[config.mk]
export PLATFORM = sky130hd
export DESIGN_NAME = muldiv_unit
export DESIGN_NICKNAME = d
export VERILOG_FILES = /design/src/rtl/muldiv_unit.sv
export SDC_FILE = /design/constraint.sdc
export NUM_CORES = 1
export LEC_CHECK = 0
export CAP_MARGIN = 30
export CORE_ASPECT_RATIO = 2
export CORE_MARGIN = 8
export CORE_UTILIZATION = 35
export CTS_CLUSTER_SIZE = 28
export DETAILED_ROUTE_END_ITERATION = 6
export PLACE_DENSITY = 0.63
export SYNTH_ARGS = -nofsm -noshare
export SYNTH_HDL_FRONTEND = slang
export SYNTH_SLANG_ARGS = --single-unit
[constraint.sdc]
create_clock -name clk -period 4.6 [get_ports clk]
set_input_delay 0.46 -clock clk [delete_from_list [all_inputs] [get_ports clk]]
set_output_delay 0.46 -clock clk [all_outputs]
set_load 0.02 [all_outputs]
[src/rtl/muldiv_unit.sv]
// muldiv_unit: iterative multiply/divide engine for the EX stage.
// Executes MULT, MULTU, DIV and DIVU one bit per cycle on operand
// magnitudes, then applies sign correction when the result is registered.
// The result is presented as a HI/LO pair for the HI/LO write-back path.
module muldiv_unit #(
    parameter int WIDTH = 32,
    parameter int CNT_W = $clog2(WIDTH) + 1
) (
    input  logic             clk,
    input  logic             rst,
    input  logic             start_i,
    input  logic [1:0]       op_i,
    input  logic [WIDTH-1:0] opa_i,
    input  logic [WIDTH-1:0] opb_i,
    input  logic             annul_i,
    output logic             busy_o,
    output logic             ready_o,
    output logic [WIDTH-1:0] hi_o,
    output logic [WIDTH-1:0] lo_o,
    output logic             dbz_o
);

    // op_i encoding: bit 1 selects divide, bit 0 selects unsigned.
    typedef enum logic [1:0] {
        S_IDLE = 2'd0,
        S_CALC = 2'd1,
        S_FIN  = 2'd2
    } state_t;

    localparam logic [CNT_W-1:0] LAST_ITER = CNT_W'(WIDTH - 1);

    state_t               r_state;
    logic [CNT_W-1:0]     r_cnt;
    logic                 r_is_div;
    logic                 r_neg_res;   // product / quotient must be negated
    logic                 r_neg_rem;   // remainder takes the dividend's sign
    logic [WIDTH-1:0]     r_a;         // multiplicand magnitude
    logic [WIDTH-1:0]     r_b;         // divisor magnitude
    logic [2*WIDTH-1:0]   r_acc;       // mul: {partial, multiplier}; div: {rem, quo}
    logic                 r_ready;
    logic [WIDTH-1:0]     r_hi;
    logic [WIDTH-1:0]     r_lo;
    logic                 r_dbz;

    logic                 w_signed_op;
    logic [WIDTH-1:0]     w_abs_a;
    logic [WIDTH-1:0]     w_abs_b;
    logic [WIDTH:0]       w_mul_sum;
    logic [2*WIDTH-1:0]   w_mul_next;
    logic [WIDTH:0]       w_div_shift;
    logic                 w_div_ge;
    logic [WIDTH-1:0]     w_div_diff;
    logic [WIDTH-1:0]     w_div_rem;
    logic [2*WIDTH-1:0]   w_div_next;
    logic                 w_div_zero;
    logic [2*WIDTH-1:0]   w_prod_fin;
    logic [WIDTH-1:0]     w_quo_mag;
    logic [WIDTH-1:0]     w_rem_mag;
    logic [WIDTH-1:0]     w_quo_fin;
    logic [WIDTH-1:0]     w_rem_fin;

    // Operand magnitudes at issue; unsigned ops pass operands through.
    always_comb begin
        w_signed_op = ~op_i[0];
        w_abs_a     = (w_signed_op && opa_i[WIDTH-1]) ? -opa_i : opa_i;
        w_abs_b     = (w_signed_op && opb_i[WIDTH-1]) ? -opb_i : opb_i;
    end

    // One iteration of radix-2 shift-add multiply and restoring divide.
    always_comb begin
        // Multiply: add multiplicand into the upper half when the current
        // multiplier bit is set, then shift the whole accumulator right.
        w_mul_sum   = {1'b0, r_acc[2*WIDTH-1:WIDTH]} + (r_acc[0] ? {1'b0, r_a} : '0);
        w_mul_next  = {w_mul_sum, r_acc[WIDTH-1:1]};
        // Divide: shift the next dividend bit into the partial remainder and
        // subtract the divisor when it fits. The partial remainder is always
        // below the divisor, so the difference fits in WIDTH bits.
        w_div_shift = {r_acc[2*WIDTH-1:WIDTH], r_acc[WIDTH-1]};
        w_div_ge    = (w_div_shift >= {1'b0, r_b});
        w_div_diff  = w_div_shift[WIDTH-1:0] - r_b;
        w_div_rem   = w_div_ge ? w_div_diff : w_div_shift[WIDTH-1:0];
        w_div_next  = {w_div_rem, r_acc[WIDTH-2:0], w_div_ge};
        w_div_zero  = r_is_div && (r_b == '0);
    end

    // Sign correction applied to the finished magnitudes.
    always_comb begin
        w_prod_fin = r_neg_res ? -r_acc : r_acc;
        w_quo_mag  = r_acc[WIDTH-1:0];
        w_rem_mag  = r_acc[2*WIDTH-1:WIDTH];
        w_quo_fin  = r_neg_res ? -w_quo_mag : w_quo_mag;
        w_rem_fin  = r_neg_rem ? -w_rem_mag : w_rem_mag;
    end

    // Control FSM plus datapath and registered result outputs.
    always_ff @(posedge clk) begin
        if (!rst) begin
            // NOTE: only control state and visible outputs are reset; the
            // datapath registers are always loaded at issue before being read.
            r_state <= S_IDLE;
            r_ready <= 1'b0;
            r_hi    <= '0;
            r_lo    <= '0;
            r_dbz   <= 1'b0;
        end else begin
            r_ready <= 1'b0;
            case (r_state)
                S_IDLE: begin
                    if (start_i && !annul_i) begin
                        r_is_div  <= op_i[1];
                        r_a       <= w_abs_a;
                        r_b       <= w_abs_b;
                        r_neg_res <= w_signed_op && (opa_i[WIDTH-1] ^ opb_i[WIDTH-1]);
                        r_neg_rem <= w_signed_op && opa_i[WIDTH-1];
                        r_acc     <= op_i[1] ? {{WIDTH{1'b0}}, w_abs_a}
                                             : {{WIDTH{1'b0}}, w_abs_b};
                        r_cnt     <= '0;
                        r_state   <= S_CALC;
                    end
                end
                S_CALC: begin
                    if (annul_i) begin
                        r_state <= S_IDLE;
                    end else if (w_div_zero) begin
                        // Nothing to iterate; finish immediately.
                        r_state <= S_FIN;
                    end else begin
                        r_acc <= r_is_div ? w_div_next : w_mul_next;
                        if (r_cnt == LAST_ITER) begin
                            r_state <= S_FIN;
                        end else begin
                            r_cnt <= r_cnt + 1'b1;
                        end
                    end
                end
                S_FIN: begin
                    r_state <= S_IDLE;
                    if (!annul_i) begin
                        r_ready <= 1'b1;
                        if (w_div_zero) begin
                            r_hi  <= '0;
                            r_lo  <= '0;
                            r_dbz <= 1'b1;
                        end else if (r_is_div) begin
                            r_hi  <= w_rem_fin;
                            r_lo  <= w_quo_fin;
                            r_dbz <= 1'b0;
                        end else begin
                            r_hi  <= w_prod_fin[2*WIDTH-1:WIDTH];
                            r_lo  <= w_prod_fin[WIDTH-1:0];
                            r_dbz <= 1'b0;
                        end
                    end
                end
                default: r_state <= S_IDLE;
            endcase
        end
    end

    assign busy_o  = (r_state == S_CALC);
    assign ready_o = r_ready;
    assign hi_o    = r_hi;
    assign lo_o    = r_lo;
    assign dbz_o   = r_dbz;

endmodule

==> flow_summary.rst <==
.. list-table::
   :header-rows: 1

   * - Metric
     - Value
   * - Sinks on Clock Net
     - 205
   * - Multi-input combinational cell area
     - 9170 um^2
   * - Number of max-cap violations
     - 0
   * - Worst reg-to-reg setup slack
     - a little over 0.7 ns
   * - Netlist Area Pre-Place
     - between 15000 and 20000 um^2
   * - Number of pins with negative max-slew slack in the final report
     - 0
   * - Buffers inserted by post-CTS timing repair
     - 0
   * - Number of buffers inserted during clock tree synthesis
     - 22
   * - Post-Synthesis Mean Instance Area
     - 8.85 um^2
   * - Leftover overflow at the end of global routing
     - 0
   * - Global-route track usage on met3
     - 0.0265
   * - Antenna violations before repair
     - 0
   * - Static power due to leakage
     - 0.00654 uW
   * - Sum of routed wire length over all layers
     - 52500 um
   * - Synthesized net count
     - about 1900
   * - Maximum ir drop on the vdd rail
     - 0.309 mV
   * - Worst slew margin
     - 0.354
   * - Global-route wire length before repair
     - 79200 um
   * - Starting DRC count in detailed routing
     - 1370
   * - Floorplan row count
     - 108
   * - Final Hold Slack
     - 0.449 ns
   * - Seq cells post-synth
     - ~200
   * - Count of hold buffers inserted by post-cts repair
     - 0
   * - Tmin final
     - 3.89 ns
   * - Antenna viol nets, final
     - 0
   * - Number of enable-type register cells in the synthesized netlist
     - 137
   * - Final count of hold timing violations
     - 0
   * - Grt met1 use
     - 0.259
   * - Hold path depth
     - 2
   * - H-tree Lvls
     - 1
   * - Buffer levels on the longest clock path
     - 3
   * - Worst hold path class
     - flop to flop
   * - Area of the die
     - 50700 um^2
   * - Worst setup path start
     - r_acc[0]
   * - Diodes inserted
     - 0
   * - Period utilization
     - 0.845
   * - Sequential share of the synthesized area
     - 0.361
   * - Critical register-to-register path startpoint
     - r_acc[0]
   * - Vertical die dimension
     - 310 um
   * - Endpoint required time on the critical path
     - between 4 and 5 ns
   * - Number of instances in the synthesized netlist
     - 1715
   * - Fillers
     - ~4300
   * - Result of the run
     - finished, final reports clean
   * - Die X-Extent
     - 163 um
   * - CTS tree
     - built
   * - Worst Hold Path EP
     - hi_o[31]
   * - Largest net degree at the start of global routing
     - 114
   * - Ys async rst share
     - 0
   * - Worst Path Max Fanout
     - 26
   * - Critical path's largest stage delay
     - 0.52 ns
   * - Detailed-routing iteration count for the pre-antenna-repair pass
     - 5
   * - Highest attainable clock frequency
     - 257 MHz
   * - DRC violation count after routing
     - 0
   * - Number of I/O port buffers
     - 136
   * - Data arrival at the endpoint of the critical path
     - approximately 4.2 ns
   * - Cell seen most often among critical-path stages
     - a211oi_1
   * - Worst hold start
     - hi_o[31]
   * - Share of cells above drive strength 1
     - 0.0558
   * - Cell-by-cell listing of the critical path
     - buf_4 -> and2_1 -> ha_1 -> o21a_1 -> o21a_1 -> a211oi_1 -> o21ai_0 -> a211oi_1 -> buf_4 -> o21ai_0 -> a221oi_1 -> mux2_2 -> a211oi_1
   * - Met2 track utilization from global routing
     - 0.320
   * - Starting utilization of the core area
     - 0.352
   * - Total via count in the routed design
     - 13668
   * - Via count normalized by instance count
     - around 5.7
   * - Core footprint
     - 43100 um^2
   * - Busiest layer in global routing
     - met2
   * - Dominant synthesized flop cell
     - edfxtp_1
   * - Critical-path top delay cell
     - edfxtp_1
   * - Layout overhead on the synthesized area
     - 17.8%
   * - Clock network latency to the later pin of the worst-skew pair
     - around 0.53 ns
   * - Final-layout setup total negative slack
     - 0 ns
   * - Half-perimeter wire length after detailed placement
     - between 40000 and 50000 um
   * - Number of library cell types mapped by synthesis
     - 74
   * - Setup repair after global routing missed its margin
     - false
   * - Boundary pin count
     - between 100 and 150
   * - Total area of sequential cells
     - 5480 um^2
   * - Worst-margin pin slew
     - 0.968 ns
   * - Vias in the first global route
     - about 13000
   * - Final setup fails
     - 0
   * - Clock transition at path regs
     - 0.06 ns
   * - Ratio of total power to cell area
     - roughly 270 nW/um^2
   * - Endpoint of the worst-slack reg-to-reg timing path
     - r_acc[60]
   * - Critical Path Start Type
     - flop
   * - Post-CTS resize count
     - 0
   * - Total Routing Usage GR
     - 0.202
   * - Yosys synthesis warning count
     - 0
   * - Cell at the root of the clock tree
     - clkbuf_16
   * - Last weighted congestion value of the routability-driven placer
     - between 0.9 and 1
   * - # nets final
     - 1954
   * - FF-to-FF path depth
     - 13
   * - Type of the setup path with the least slack
     - flop to flop
   * - Final clock skew
     - 0.0255 ns
   * - Endpoint class of the critical path
     - flop
   * - Detailed-route wire length per cell
     - around 22 um
metrics by stage:
stage,area (um^2),util,power [uW],worst slack (ns),instances
after floorplan,15200,-,2660,0.0999,1715
after global placement,17100,0.397,2960,0.826,2337
after detailed placement,17100,0.398,2970,0.767,2338
after CTS,17900,0.414,4780,0.719,2377
after global routing,17900,0.415,4930,0.430,2378
final,17900,0.415,4750,0.713,2378
synth_stat cells (23+ instances only):
library cell | number | area, um^2
dfxtp_1 | 68 | 1360
o31ai_1 | 23 | 173
and2_1 | 46 | 288
ha_1 | 69 | 863
edfxtp_1 | 137 | 4110
a21o_1 | 30 | 225
xor2_1 | 59 | 517
clkbuf_1 | 76 | 285
a22oi_1 | 30 | 225
nand3_1 | 23 | 115
nor2b_1 | 50 | 313
a31oi_1 | 25 | 156
xnor2_1 | 120 | 1050
mux2i_1 | 61 | 611
inv_1 | 60 | 225
nand2b_1 | 31 | 194
o21ai_0 | 144 | 721
o211ai_1 | 26 | 195
nand2_1 | 133 | 499
a21oi_1 | 117 | 586
nor4_1 | 25 | 156
nor2_1 | 92 | 345
nor3_1 | 40 | 200
layout make-up:
class                           instances  share of cell area
Multi-Input combinational cell       1364               0.513
Sequential cell                       205               0.306
Timing Repair Buffer                  159              0.0893
Tap cell                              550              0.0385
Clock buffer                           27              0.0318
Inverter                               61              0.0128
Clock inverter                         12             0.00826
worst max-delay path by stage:
| stage | cells past startpoint | slack (ns) | end |
|---|---|---|---|
| after global routing | 13 | 0.43 | r_acc[60] |
| after floorplan | 3 | 0.1 | r_a[0] |
| final | 13 | 0.71 | r_acc[60] |
| after CTS | 13 | 0.72 | r_acc[60] |
| after global placement | 13 | 0.83 | r_acc[60] |
| after detailed placement | 13 | 0.77 | r_acc[60] |
power by group:
part	leakage (uW)	internal, uW	switching [uW]
Clock	0.000339	1050	754
Sequential	0.00181	2040	77.3
Combinational	0.00438	347	488
Total	0.00654	3430	1320
logic make-up after synthesis:
kind of cell               synth area share
AOI/OAI and AO/OA                     0.202
adders and majority gates            0.0595
DFF                                   0.361
and+or+nand+nor                       0.189
buffers and inverters                0.0370
xor gates and xnor gates              0.103
muxes                                0.0484
layout by cell type (no fill, tap or decap), types with 39 or more instances in the layout:
cell / count
xnor2_1: 120
a21oi_1: 116
and2_1: 46
ha_1: 69
xor2_1: 59
edfxtp_1: 137
nand2_1: 133
mux2i_1: 61
nor3_1: 39
dfxtp_1: 68
clkdlybuf4s50_1: 136
inv_1: 60
nor2_1: 91
o21ai_0: 144
nor2b_1: 50
sequential cells by signal, indices dropped and copies added (netlist names):
signal / count
ready_o: 1
r_state: 2
r_neg_rem: 1
r_is_div: 1
r_neg_res: 1
r_acc: 64
hi_o: 32
lo_o: 32
dbz_o: 1
r_a: 32
r_cnt: 6
r_b: 32
worst max-delay path, delay by kind of cell (launching register included):
family          cells  cell delay, ns
compound gates      8            1.87
fa+ha+maj           1            0.33
buf+inv             2            0.45
flops               1            0.52
mux                 1            0.37
simple gates        1            0.16
routing by layer:
metal / vias up / wire length [um]
met5: - / 0
met4: 0 / 3180
met3: 114 / 3600
met2: 587 / 23800
met1: 6464 / 21900
li1: 6503 / -
(Power assumes the default switching activity.)
